<file path="config.mk">
export PLATFORM = sky130hd
export DESIGN_NAME = spike_encoder_mc
export DESIGN_NICKNAME = d
export VERILOG_FILES = /design/src/rtl/spike_encoder_mc.sv
export SDC_FILE = /design/constraint.sdc
export NUM_CORES = 1
export LEC_CHECK = 0
export ABC_AREA = 0
export BUFFER_PORTS_ARGS = -buffer_cell sky130_fd_sc_hd__buf_2
export CORE_MARGIN = 2
export CORE_UTILIZATION = 55
export CTS_CLUSTER_SIZE = 40
export DETAILED_ROUTE_END_ITERATION = 8
export MAX_ROUTING_LAYER = met4
export PLACE_DENSITY = 0.75
export SYNTH_ARGS = -nofsm -noshare
export SYNTH_HDL_FRONTEND = slang
export SYNTH_SLANG_ARGS = --single-unit
</file>
<file path="constraint.sdc">
create_clock -name clk -period 6.5 [get_ports clk]
set_input_delay 0.325 -clock clk [delete_from_list [all_inputs] [get_ports clk]]
set_output_delay 0.325 -clock clk [all_outputs]
set_load 0.005 [all_outputs]
</file>
<file path="src/rtl/spike_encoder_mc.sv">
// Multi-channel spike encoder on the TinyQV register bus.
// Each channel fires either on a level threshold or as a leaky integrate-and-fire neuron.
module spike_encoder_mc #(
  parameter int NCH   = 4,
  parameter int ACC_W = 12,
  parameter int REF_W = 4
) (
  input  logic       clk,
  input  logic       rst,
  input  logic [7:0] ui_in,
  output logic [7:0] uo_out,
  input  logic [3:0] address,
  input  logic       data_write,
  input  logic [7:0] data_in,
  output logic [7:0] data_out
);

  localparam logic [ACC_W:0] SAT = {1'b0, {ACC_W{1'b1}}};

  logic [7:0]       in_reg [NCH];
  logic [7:0]       thresh;
  logic [5:0]       ctrl;
  logic [REF_W-1:0] refract;
  logic [NCH-1:0]   status;
  logic [7:0]       count;
  logic [NCH-1:0]   spike;
  logic [NCH-1:0]   spike_next;
  logic [NCH-1:0]   clr;
  logic [7:0]       pc;
  logic             en;
  logic             mode;
  logic [2:0]       leak_sh;
  logic             src;
  logic [ACC_W:0]   thr;

  assign en      = ctrl[0];
  assign mode    = ctrl[1];
  assign leak_sh = ctrl[4:2];
  assign src     = ctrl[5];
  assign thr     = {1'b0, thresh, {(ACC_W-8){1'b0}}};
  assign clr     = (data_write && address == 4'h7) ? data_in[NCH-1:0] : '0;
  assign uo_out  = {{(8-NCH){1'b0}}, spike};

  // Per-channel datapath; all decisions use register values from before the current edge
  for (genvar g = 0; g < NCH; g++) begin : g_ch
    logic [7:0]       x;
    logic [ACC_W-1:0] leak;
    logic [ACC_W:0]   sum_raw;
    logic [ACC_W:0]   sum;
    logic [ACC_W-1:0] acc;
    logic [ACC_W-1:0] acc_n;
    logic [REF_W-1:0] ref_cnt;
    logic [REF_W-1:0] ref_n;
    logic             spike_q;
    logic             spike_n;

    if (g == 0) begin : g_src
      assign x = src ? ui_in : in_reg[0];
    end else begin : g_reg
      assign x = in_reg[g];
    end

    // acc - leak never underflows, so one extra bit is enough to catch overflow
    assign leak    = (leak_sh == 3'd0) ? '0 : (acc >> leak_sh);
    assign sum_raw = {1'b0, acc} - {1'b0, leak} + {{(ACC_W-7){1'b0}}, x};
    assign sum     = (sum_raw > SAT) ? SAT : sum_raw;

    always_comb begin
      acc_n   = acc;
      ref_n   = ref_cnt;
      spike_n = 1'b0;
      if (en) begin
        if (!mode) begin
          acc_n   = '0;
          ref_n   = '0;
          spike_n = (x > thresh);
        end else if (ref_cnt != '0) begin
          ref_n = ref_cnt - REF_W'(1);
          acc_n = '0;
        end else if (sum >= thr) begin
          spike_n = 1'b1;
          acc_n   = '0;
          ref_n   = refract;
        end else begin
          acc_n = sum[ACC_W-1:0];
        end
      end
    end

    always_ff @(posedge clk) begin
      if (rst) begin
        acc     <= '0;
        ref_cnt <= '0;
        spike_q <= 1'b0;
      end else begin
        acc     <= acc_n;
        ref_cnt <= ref_n;
        spike_q <= spike_n;
      end
    end

    assign spike_next[g] = spike_n;
    assign spike[g]      = spike_q;
  end

  always_comb begin
    pc = '0;
    for (int i = 0; i < NCH; i++) begin
      pc = pc + 8'(spike_next[i]);
    end
  end

  // A spike on the same edge as a STATUS clear or COUNT write takes precedence
  always_ff @(posedge clk) begin
    if (rst) begin
      for (int i = 0; i < NCH; i++) begin
        in_reg[i] <= '0;
      end
      thresh  <= '0;
      ctrl    <= '0;
      refract <= '0;
      status  <= '0;
      count   <= '0;
    end else begin
      if (data_write) begin
        case (address)
          4'h4:    thresh  <= data_in;
          4'h5:    ctrl    <= data_in[5:0];
          4'h6:    refract <= data_in[REF_W-1:0];
          default: ;
        endcase
      end
      for (int i = 0; i < NCH; i++) begin
        if (data_write && address == 4'(i)) begin
          in_reg[i] <= data_in;
        end
      end
      status <= (status & ~clr) | spike_next;
      count  <= (data_write && address == 4'h8) ? pc : count + pc;
    end
  end

  always_comb begin
    data_out = '0;
    case (address)
      4'h4: data_out = thresh;
      4'h5: data_out = {2'b00, ctrl};
      4'h6: data_out = 8'(refract);
      4'h7: data_out = 8'(status);
      4'h8: data_out = count;
      default: begin
        for (int i = 0; i < NCH; i++) begin
          if (address == 4'(i)) begin
            data_out = in_reg[i];
          end
        end
      end
    endcase
  end

endmodule
</file>
Yosys cells after proc, flatten, opt, wreduce, memory -nomap -nowiden --
Memory sizes are Yosys's and may differ from the RTL's. Cells that the tools add are included.
Storage, ports and cells: register bits 98, RAM bits 32, output and inout bits 16, memories kept 1
Memory list:
- in_reg | words 4, bits a word 8, rd ports 4, clocked after Yosys merged registers in 0, wr ports 4, line 20 | logic [7:0] in_reg [NCH];
Operators by class: $add $sub $neg 16, order comparisons 12, equal/unequal tests 12, shift-type cells 4, multiplexer cells 74, bitwise logic cells 7, reduce and logical (&&, ||, !) cells 19
Operators by type and width (count):
- two-way mux 12 bit | 16
- two-way mux 8 bit | 10
- adder 13 x 8 -> 13 bit | 4
- greater-or-equal comparator 13 x 12 -> 1 bit | 4
- > comparator 13 x 12 -> 1 bit (second input constant) | 4
- two-way mux 13 bit | 4
- two-way mux 4 bit | 13
- subtractor 12 x 12 -> 13 bit | 4
- right shift 12 x 3 -> 12 bit | 4
- case mux 8 bit (5 select lines) | 1
- > comparator 8 bit | 4
- two-way mux 1 bit | 30
- equality test 4 x 3 -> 1 bit (second input constant) | 4
- nonzero test 4 bit | 4
- subtractor 4 x 1 -> 4 bit (second input constant) | 4
- AND reduction 2 bit | 7
- inequality test 3 x 1 -> 1 bit (second input constant) | 4
- adder 8 x 4 -> 8 bit | 1
- equality test 4 x 2 -> 1 bit (second input constant) | 2
- logical AND 1 bit | 6
- adder 3 x 1 -> 4 bit | 1
- AND 4 bit | 1
- equality test 4 x 1 -> 1 bit (second input constant) | 1
- equality test 4 bit (second input constant) | 1
- 7 further kinds | 10

Logic depth before layout (Yosys ltp) --
Gate-level depths: netlist of the first run.
word-level depth 16, depth in mapped cells 34, mapped depth without buffers 32

Worst setup path after synthesis of the first run --
No wires, ideal clock.
path type register to register, start register ctrl[2], end register count[7], data arrival time 6982 ps, required time 6430 ps, setup slack -552 ps, cell stages (with the launch flop) 31, path through dfxtp_1 > clkbuf_1 > clkbuf_1 > clkbuf_1 > a311oi_1 > a21o_1 > fa_1 > inv_1 > fa_1 > a211oi_1 > nor2_1 > o22ai_1 > nor4b_1 > or3_1 > clkinv_1 > nand2_1 > ha_1 > a2111oi_0 > o21ai_0 > a221oi_1 > o31ai_1 > a32oi_1 > nor2_1 > fa_1 > ha_1 > ha_1 > ha_1 > a21o_1 > a21oi_1 > or3_1 > a21oi_1
On the way: cells in the longest elaborated chain, start to end 16, elaborated cells between the ends (all ways) 50, those cells by class add/sub: 12; order compare: 8; shift: 4; mux: 25; reduce/logical: 1
Ends and longest elaborated chain:
- start: declaration | line 22 | logic [5:0] ctrl;
- start signal: assignment | line 128 | 4'h5: ctrl <= data_in[5:0];
- right shift 12 x 3 -> 12 bit or logical NOT 3 bit (tied branches) | line 64 | assign leak = (leak_sh == 3'd0) ? '0 : (acc >> leak_sh);
- two-way mux 12 bit * | line 64
- subtractor 12 x 12 -> 13 bit * | line 65 | assign sum_raw = {1'b0, acc} - {1'b0, leak} + {{(ACC_W-7){1'b0}}, x};
- adder 13 x 8 -> 13 bit * | line 65
- > comparator 13 x 12 -> 1 bit | line 66 | assign sum = (sum_raw > SAT) ? SAT : sum_raw;
- two-way mux 13 bit * | line 66
- greater-or-equal comparator 13 x 12 -> 1 bit * | line 80 | end else if (sum >= thr) begin
- two-way mux 1 bit * | line 80
- two-way mux 1 bit * | line 77 | end else if (ref_cnt != '0) begin
- two-way mux 1 bit * | line 73 | if (!mode) begin
- two-way mux 1 bit * | line 72 | if (en) begin
- via g_ch[0].spike_n | line 55 | logic spike_n;
- adder 1 x 1 -> 2 bit * | line 109 | pc = pc + 8'(spike_next[i]);
- adder 2 x 1 -> 3 bit * | line 109
- adder 3 x 1 -> 4 bit * | line 109
- adder 8 x 4 -> 8 bit * | line 139 | count <= (data_write && address == 4'h8) ? pc : count + pc;
- two-way mux 8 bit * | line 139
- end signal: assignment | line 139
- end: declaration | line 25 | logic [7:0] count;
Mark *: on every way through the listed nets, which the timed path passes. The rest lies on a longest branch. A chain may end at the register's enable or synchronous reset.

Final worst setup path of the first run --
start register ctrl[4], end register count[5]
The elaborated chain is that of the path after synthesis.

==> impl_metrics.ini, run 1 <==
[synthesis]
ys_seq_area_share_pct = 23.8
synth_cell_type_count = 75
yosysWarnings = 0
synth_ff_type = dfxtp_1
syn_area_um2 = 12300
synth_edf_count = 32
postSynthAreaPerCell_um2 = 8.08
synthCells = 1519
async_flop_share_pct = 0
ys_seq_elements = 130

[drt]
via_per_inst = 6.66
vias = 13841
wl_per_cell_um = 23.5
drtIter0Drc = 2108
ant_nets = 0
wl_um = 48900
firstDrtPassIters = 6
route.detailed.drc = 0

[cts]
cts.clk_slew.worst_paths_ns = 0.08
cts_max_level = 4
root_buffer = clkbuf_16
cts_buffers = 17
tritoncts = done
hold_buffers = 0
cts_buffer_depth = 2
clock_latency_ns = 0.46
cts_sinks = 130

[sta]
fmaxAchievable_mhz = 138
finalHoldViolations = 0
rsz0062_at_grt = true
hold_slack_ns = 0.232
slew_violations = 0
post-route-period-util_pct = 111
tightest_slew_ns = 1.36
setup_ws_ns = -0.731
finalClockSkew_ns = 0.0187
report.final.setup_viol = 24
finalSetupTns_ns = -6.85
slew_headroom_pct = 9.21
fin_crit_ns = 7.23

[critical_path]
r2r-start = ctrl[4]$_SDFFE_PP0P_
worstPathArrival_ns = 7.60
cp_max_fo = 6
crit_slowest_cell = fa_1
critPathRequiredTime_ns = 6.87
ff2ff_path_depth = 30
r2r-end = count[5]$_SDFF_PP0_
cp-end-kind = flop
crit_type = flop to flop
r2r_setup_slack_ns = -0.73
crit_top_cell = ha_4
worstSetupStartpointType = flop
slowest_delay_ns = 0.56

[die]
die_x_um = 153
core-area_um2 = 21900
initial_core_util_pct = 56.1
die_area_um2 = 23500
ios = 39
die_h_um = 153
rows = 54

[placed_design]
placed_cells = 1972
place.gp.congestion = 1.02
portBuffers = 34
post-dp-hpwl_um = 29400

[layout]
num_antenna_cells = 0
stdcell_count = 2077
final_common_cell = buf_4
syn_to_final_growth_pct = 34.0
largest_reg_flops = 48
mostFrequentLayoutCells = buf_4 (249), inv_1 (155), nand2_1 (124)
layout.nets = 1984
drive_gt1_share_pct = 29.3

[min_path]
hold_class = input pin to flop
min_to = thresh[7]$_SDFFE_PP0P_
whs_path_depth = 3
hp-start = data_in[7]

[grt]
first_global_vias = 13083
grt_max_degree = 50
grt-ovfl-total = 0
grt_first_pass_wirelength_um = 69100
grt_use_met2_pct = 57.7
grtUsageMet3_pct = 7.77
grt_antenna_before_repair = 0
grt-busiest-layer = met2
gr-usage-all-layers_pct = 38.2
grt_util_met1_pct = 45.9

[power]
p_leak_nw = 7.00
p_per_area_nw_per_um2 = 160
ir_drop_v = 0.000208

[status]
violations = negative setup slack
status = finished, violations left

[job]
drv_cap = 0
[synth_stat cells (all sizes together) (7+ instances only)]
cell type / n / area share, %
a211oi: 17 / 1.1
a21o: 25 / 1.5
a21oi: 99 / 4.0
a221oi: 10 / 0.76
a22o: 36 / 2.6
a31oi: 7 / 0.36
a32oi: 12 / 0.86
and2: 34 / 1.7
buf: 18 / 0.81
clkbuf: 48 / 1.5
dfxtp: 98 / 16
edfxtp: 32 / 7.8
fa: 34 / 5.5
ha: 143 / 15
inv: 162 / 5.0
mux2i: 56 / 4.6
nand2: 140 / 4.3
nand2b: 29 / 1.5
nand3: 21 / 0.86
nand4: 15 / 0.76
nor2: 126 / 3.9
nor2b: 23 / 1.2
nor3: 25 / 1.1
nor3b: 7 / 0.43
nor4: 9 / 0.68
o211ai: 7 / 0.43
o21a: 16 / 0.98
o21ai: 115 / 4.7
o21bai: 7 / 0.43
o22ai: 13 / 0.66
o31ai: 9 / 0.59
or2: 7 / 0.36
or3: 10 / 0.51
xnor2: 19 / 1.4
xor2: 17 / 1.2
[routing by layer]
| metal | wire (um) | vias up |
|---|---|---|
| li1 | - | 5922 |
| met4 | 4330 | 0 |
| met1 | 17800 | 6416 |
| met2 | 21100 | 1111 |
| met3 | 5740 | 392 |
| met5 | 0 | - |
[worst max path at each step]
stage / from / endpoint / slack, ns / cells after the start
finish: ctrl[4]$_SDFFE_PP0P_ / count[5]$_SDFF_PP0_ / -0.73 / 30
detailed placement: ctrl[3]$_SDFFE_PP0P_ / count[5]$_SDFF_PP0_ / -0.62 / 31
global route: ctrl[3]$_SDFFE_PP0P_ / count[5]$_SDFF_PP0_ / -0.86 / 35
CTS: ctrl[3]$_SDFFE_PP0P_ / count[3]$_SDFF_PP0_ / -0.26 / 35
global placement: ctrl[3]$_SDFFE_PP0P_ / count[3]$_SDFF_PP0_ / -0.52 / 31
floorplan: ctrl[3]$_SDFFE_PP0P_ / count[7]$_SDFF_PP0_ / 0.004 / 30
[worst max-delay path, delay by kind of cell, from the launching register on]
family / cells / cell delay (ns)
compound gates: 13 / 2.40
simple gates: 5 / 1.11
buf+inv: 5 / 0.83
flops: 1 / 0.43
fa+ha+maj: 7 / 2.36
[what timing repair did]
action / 4_1_cts / 5_1_grt
resized for setup: 119 / 114
gates cloned: 5 / 1
pin swaps: 43 / 71
setup endpoints to repair: 8 / 26
endpoints found under the hold margin: 0 / 0
setup buffers: 53 / 21
[per-stage QoR]
stage	utilization [%]	area, um^2	setup slack (ns)	total power [mW]
4_1_cts	72.2	15800	-0.256	2.49
3_3_place_gp	64.6	14200	-0.519	1.44
6_report	75.1	16400	-0.731	2.64
3_5_place_dp	64.6	14200	-0.625	1.46
2_1_floorplan	-	12400	0.00350	1.23
5_1_grt	75.1	16400	-0.865	2.71
[logic make-up after synthesis]
family / count (synthesis) / share of synthesized area, %
flops: 130 / 23.8
simple gates: 465 / 18.5
xor+xnor: 36 / 2.57
other cells: 2 / 0.0612
fa+ha+maj: 177 / 20.1
compound gates: 417 / 22.2
mux: 62 / 5.49
buf+inv: 230 / 7.29
[power by group]
part	internal [mW]	switching (mW)
clock	0.547	0.468
sequential	0.843	0.0195
combinational	0.349	0.411
total	1.74	0.898
[area by class of cell]
type	count	area (um^2)
clock inverter	15	163
sequential	130	2930
multi-input combinational	1166	9540
timing repair buffer	305	2410
tap	280	350
clock buffer	17	425
inverter	164	622
fill	1436	5450
(Power assumes the default switching activity.)
==> run 2, diff against run 1 <==
--- a/config.mk
+++ b/config.mk
@@ -12,7 +12,7 @@
 export CTS_CLUSTER_SIZE = 40
 export DETAILED_ROUTE_END_ITERATION = 8
 export MAX_ROUTING_LAYER = met4
-export PLACE_DENSITY = 0.75
+export PLACE_DENSITY = 0.72
 export SYNTH_ARGS = -nofsm -noshare
 export SYNTH_HDL_FRONTEND = slang
 export SYNTH_SLANG_ARGS = --single-unit
==> constraint.sdc (replaced) <==
create_clock -name clk -period 7 [get_ports clk]
set_input_delay 0.35 -clock clk [delete_from_list [all_inputs] [get_ports clk]]
set_output_delay 0.35 -clock clk [all_outputs]
set_load 0.005 [all_outputs]
==> run 2 against run 1 <==
  * The flow still finishes with violations (negative setup slack)
  * Highest routed layer unchanged
  * Global-route usage fell by 5.4 points
  * Clock power fell by 15%
  * Sequential cell count did not move
  * Clock skew fell by 0.0032 ns
  * Cell count fell by 5.6%
==> impl_metrics.ini, run 2 (synthesis results as in run 1) <==
[power]
total_power_mw = 2.27
p_per_area_nw_per_um2 = 150
ir_drop_v = 0.000162
p_leak_nw = 6.27

[critical_path]
crit_type = flop to flop
slowest_delay_ns = 0.60
cp_max_fo = 6
cp-end-kind = flop
critPathRequiredTime_ns = 7.36
crit_top_cell = ha_4
worstSetupStartpointType = flop
ff2ff_path_depth = 30
r2r_setup_slack_ns = -0.02
crit_slowest_cell = fa_1
worstPathArrival_ns = 7.39

[sta]
finalHoldViolations = 0
finalSetupTns_ns = -0.0249
setup_ws_ns = -0.0249
tightest_slew_ns = 1.23
post-route-period-util_pct = 100
report.final.setup_viol = 1
slew_headroom_pct = 17.4
slew_violations = 0
fmaxAchievable_mhz = 142
fin_crit_ns = 7.02
finalClockSkew_ns = 0.0156

[status]
violations = negative setup slack
status = finished, violations left

[cts]
cts_buffers = 17
hold_buffers = 0
clock_latency_ns = 0.43
cts_max_level = 4
cts_buffer_depth = 2
tritoncts = done
root_buffer = clkbuf_16
cts.clk_slew.worst_paths_ns = 0.07
cts_sinks = 130

[layout]
mostFrequentLayoutCells = inv_1 (159), buf_4 (141), nand2_1 (134)
syn_to_final_growth_pct = 23.1
layout.nets = 1867
final_common_cell = inv_1
fill_cells = 1732
num_antenna_cells = 0
drive_gt1_share_pct = 21.6
fin_util_pct = 69.0
largest_reg_flops = 48

[die]
die_area_um2 = 23500
ios = 39
rows = 54
die_h_um = 153
core-area_um2 = 21900
initial_core_util_pct = 56.1
die_x_um = 153

[job]
drv_cap = 0

[grt]
grt_max_degree = 47
gr-usage-all-layers_pct = 32.8
grt-ovfl-total = 0
grt_antenna_before_repair = 0
grt_first_pass_wirelength_um = 60000
first_global_vias = 11355

[placed_design]
place.gp.congestion = 1.02
pre_cts_slack_ns = -0.619
post-dp-hpwl_um = 29000
portBuffers = 34

[drt]
ant_nets = 0
wl_um = 40800
via_per_inst = 6.32
vias = 12379
drtIter0Drc = 1461
route.detailed.drc = 0
firstDrtPassIters = 6
wl_per_cell_um = 20.8

[min_path]
whs_path_depth = 3
hold_class = input pin to flop
==> run 2: changes by cell type in the layout (fill, tap and decap cells not counted), moves of 4 or more <==
cell	change
inv_2	-4
nand2_2	-6
ha_4	-4
o21ai_1	+4
inv_1	+4
nand2_1	+10
a21oi_1	+4
buf_4	-108
buf_6	-5
==> run 2: layer usage <==
metal	GRT usage, %	vias up	part of all wire (%)
li1	-	5686	-
met3	5.33	124	9.5
met2	51.7	713	46
met5	-	-	0
met1	43.1	5856	41
met4	11.0	0	3.7
==> run 2: cell type report <==
type | instances | area (um^2) | area share (%)
Clock inverter | 14 | 118 | 0.778
Timing Repair inverter | 1 | 5.00 | 0.0331
Tap cell | 280 | 350 | 2.32
Clock buffer | 18 | 429 | 2.84
Timing Repair Buffer | 188 | 1450 | 9.58
Sequential cell | 130 | 2930 | 19.4
Multi-Input combinational cell | 1165 | 9210 | 60.9
Inverter | 164 | 624 | 4.13
==> run 2: report_power, final <==
part | internal [mW] | switching, mW
sequential | 0.783 | 0.0156
combinational | 0.279 | 0.338
clock | 0.465 | 0.392
==> run 2: what timing repair did <==
action / in CTS / in global routing
setup endpoints to repair: 7 / 7
resized for setup: 20 / 163
setup buffers: 6 / 17
pin swaps: 4 / 71
cloned: 1 / 4
==> run 2: worst paths after layout <==
path / start / endpoint
worst min register to register: g_ch[0].acc[0]$_SDFFE_PP0P_ / g_ch[0].acc[0]$_SDFFE_PP0P_
worst min-delay path: data_in[5] / ctrl[5]$_SDFFE_PP0P_
worst max register to register: ctrl[3]$_SDFFE_PP0P_ / count[7]$_SDFF_PP0_
worst max-delay path: ctrl[3]$_SDFFE_PP0P_ / count[7]$_SDFF_PP0_
==> run 2: critical path: cells and delay by family, from the launching register on <==
family / cells / cell delay [ns]
muxes: 2 / 0.43
adders and majority gates: 7 / 2.16
xor gates and xnor gates: 1 / 0.20
buffers and inverters: 3 / 0.45
AOI/OAI and AO/OA: 12 / 2.07
DFF: 1 / 0.38
and+or+nand+nor: 5 / 1.26
==> run 2: per-stage QoR <==
stage / instance area, um^2 / hold slack (ns) / std cells
after floorplan: 12300 / 0.425 / 1525
after global placement: 13500 / 0.443 / 1901
after detailed placement: 13500 / 0.445 / 1901
after CTS: 14200 / 0.290 / 1940
after global routing: 15100 / 0.319 / 1960
final: 15100 / 0.309 / 1960
==> run 3, diff against run 2 <==
--- a/config.mk
+++ b/config.mk
@@ -11,8 +11,10 @@
 export CORE_UTILIZATION = 55
 export CTS_CLUSTER_SIZE = 40
 export DETAILED_ROUTE_END_ITERATION = 8
+export GPL_TIMING_DRIVEN = 0
 export MAX_ROUTING_LAYER = met4
 export PLACE_DENSITY = 0.72
+export SKIP_CTS_REPAIR_TIMING = 1
 export SYNTH_ARGS = -nofsm -noshare
 export SYNTH_HDL_FRONTEND = slang
 export SYNTH_SLANG_ARGS = --single-unit
==> run 3 against run 2 <==
  * The flow still finishes with violations (negative setup slack)
  * Cell area fell by 4.9%
  * Core utilization fell by 3.4 points
  * Critical path depth fell by 1
  * Combinational power fell by 15%
  * Clock power rose by 13%
  * Routed wire length rose by 2.1%
  * Via count fell by 2.5%
  * Sequential cell count did not move
  * Power rose by 0.90%
  * Sequential share of layout area rose by 1.0 points
  * Sequential power barely moved
  * First-iteration DRC count fell by 2.7%
==> impl_metrics.ini, run 3 (synthesis results as in run 1) <==
[drt]
route.detailed.drc = 0
ant_nets = 0
firstDrtPassIters = 9
vias = 12066
via_per_inst = 6.37
wl_per_cell_um = 22.0
drtIter0Drc = 1422
wl_um = 41700

[die]
die_h_um = 153
rows = 54
ios = 39
core-area_um2 = 21900
initial_core_util_pct = 56.1
die_x_um = 153
die_area_um2 = 23500

[min_path]
hold_class = input pin to flop

[status]
status = finished, violations left
violations = negative setup slack

[grt]
grt-ovfl-total = 0
grt_max_degree = 17
grt_antenna_before_repair = 0
first_global_vias = 11180
grt_first_pass_wirelength_um = 61900
gr-usage-all-layers_pct = 34.8

[sta]
setup_ws_ns = -0.201
post-route-period-util_pct = 103
finalHoldViolations = 0
finalClockSkew_ns = 0.0169
tightest_slew_ns = 1.27
slew_headroom_pct = 14.7
slew_violations = 0
rsz0062_at_grt = true
fmaxAchievable_mhz = 139
fin_crit_ns = 7.20
report.final.setup_viol = 6

[placed_design]
portBuffers = 30
place.gp.congestion = 1.04
placed_cells = 1835
pre_cts_slack_ns = -1.78
post-dp-hpwl_um = 30700

[critical_path]
cp-end-kind = flop
crit_type = flop to flop
cp_top_family = adder cells
slowest_delay_ns = 0.62
worstSetupStartpointType = flop
crit_top_cell = ha_4
crit_slowest_cell = fa_2
worstPathArrival_ns = 7.57
critPathRequiredTime_ns = 7.37
critical_path_buf_inv_count = 3
cp_max_fo = 8

[cts]
cts_buffer_depth = 2
cts_buffers = 17
root_buffer = clkbuf_16
cts.clk_slew.worst_paths_ns = 0.06
cts_max_level = 4
cts_sinks = 130
clock_latency_ns = 0.44
tritoncts = done

[power]
p_per_area_nw_per_um2 = 160
ir_drop_v = 0.000167
p_leak_nw = 5.82

[job]
drv_cap = 0

[layout]
drive_gt1_share_pct = 14.6
final_common_cell = inv_1
mostFrequentLayoutCells = inv_1 (159), nand2_1 (138), ha_1 (132)
num_antenna_cells = 0
stdcell_count = 1894
layout.nets = 1801
syn_to_final_growth_pct = 17.1
largest_reg_flops = 48
run 3: cell count changes in the layout (fill, tap and decap cells not counted), moves of 6 or more:
cell      change
ha_4         -10
buf_4       -104
o21ai_0       +9
ha_1         +12
inv_6         -7
clkbuf_2      +6
nor2_2        -6
clkbuf_1     +31
o21ai_2       -9
run 3: path summary, 6_finish.rpt:
kind                                             startpoint                     endpoint  slack [ns]  cells past startpoint
worst min register to register  g_ch[2].acc[1]$_SDFFE_PP0P_  g_ch[2].acc[1]$_SDFFE_PP0P_        0.46                      2
worst max-delay path                   ctrl[3]$_SDFFE_PP0P_          count[7]$_SDFF_PP0_       -0.20                     29
worst max register to register         ctrl[3]$_SDFFE_PP0P_          count[7]$_SDFF_PP0_       -0.20                     29
worst min-delay path                             data_in[7]       thresh[7]$_SDFFE_PP0P_        0.29                      3
run 3: final cells by class:
cell class,count,area [um^2]
plain buffers,63,403
clock buffers,23,500
clock inverters,9,120
fillers,1882,7520
inverters,164,623
multi-input cells,1165,9020
flip-flops and latches,130,2930
well taps,280,350
repair buffers,60,423
run 3: worst reg2reg max path, delay by kind of cell, from the launching register on:
family                   cells  cell delay (ns)
adder cells (fa/ha/maj)      7             2.23
multiplexers                 1             0.26
flip-flops                   1             0.44
buffers and inverters        3             0.38
AO/OA/AOI/OAI               11             2.07
AND/OR/NAND/NOR              7             1.75
run 3: where the power goes:
| part | total [mW] | switching, mW | internal, mW |
|---|---|---|---|
| logic | 0.526 | 0.313 | 0.214 |
| clock network | 0.967 | 0.385 | 0.582 |
| registers | 0.800 | 0.0172 | 0.783 |
run 3: through the flow:
| stage | util (%) | setup TNS, ns | power (mW) | hold slack (ns) | area (um^2) |
|---|---|---|---|---|---|
| global placement | 58.5 | -14.87 | 1.25 | 0.437 | 12800 |
| finish | 65.7 | -0.833 | 2.29 | 0.294 | 14400 |
| detailed placement | 58.5 | -16.12 | 1.26 | 0.445 | 12800 |
| global route | 65.7 | -2.65 | 2.37 | 0.304 | 14400 |
| CTS | 61.3 | -16.59 | 2.21 | 0.278 | 13400 |
| floorplan | - | 0 | 1.14 | 0.425 | 12300 |
run 3: layer usage:
| layer | global-route usage [%] | share of wire, % | up-vias |
|---|---|---|---|
| li1 | - | - | 5552 |
| met1 | 43.6 | 40 | 5666 |
| met2 | 55.0 | 45 | 680 |
| met3 | 6.46 | 9.5 | 168 |
| met4 | 15.4 | 5.5 | 0 |
| met5 | - | 0 | - |
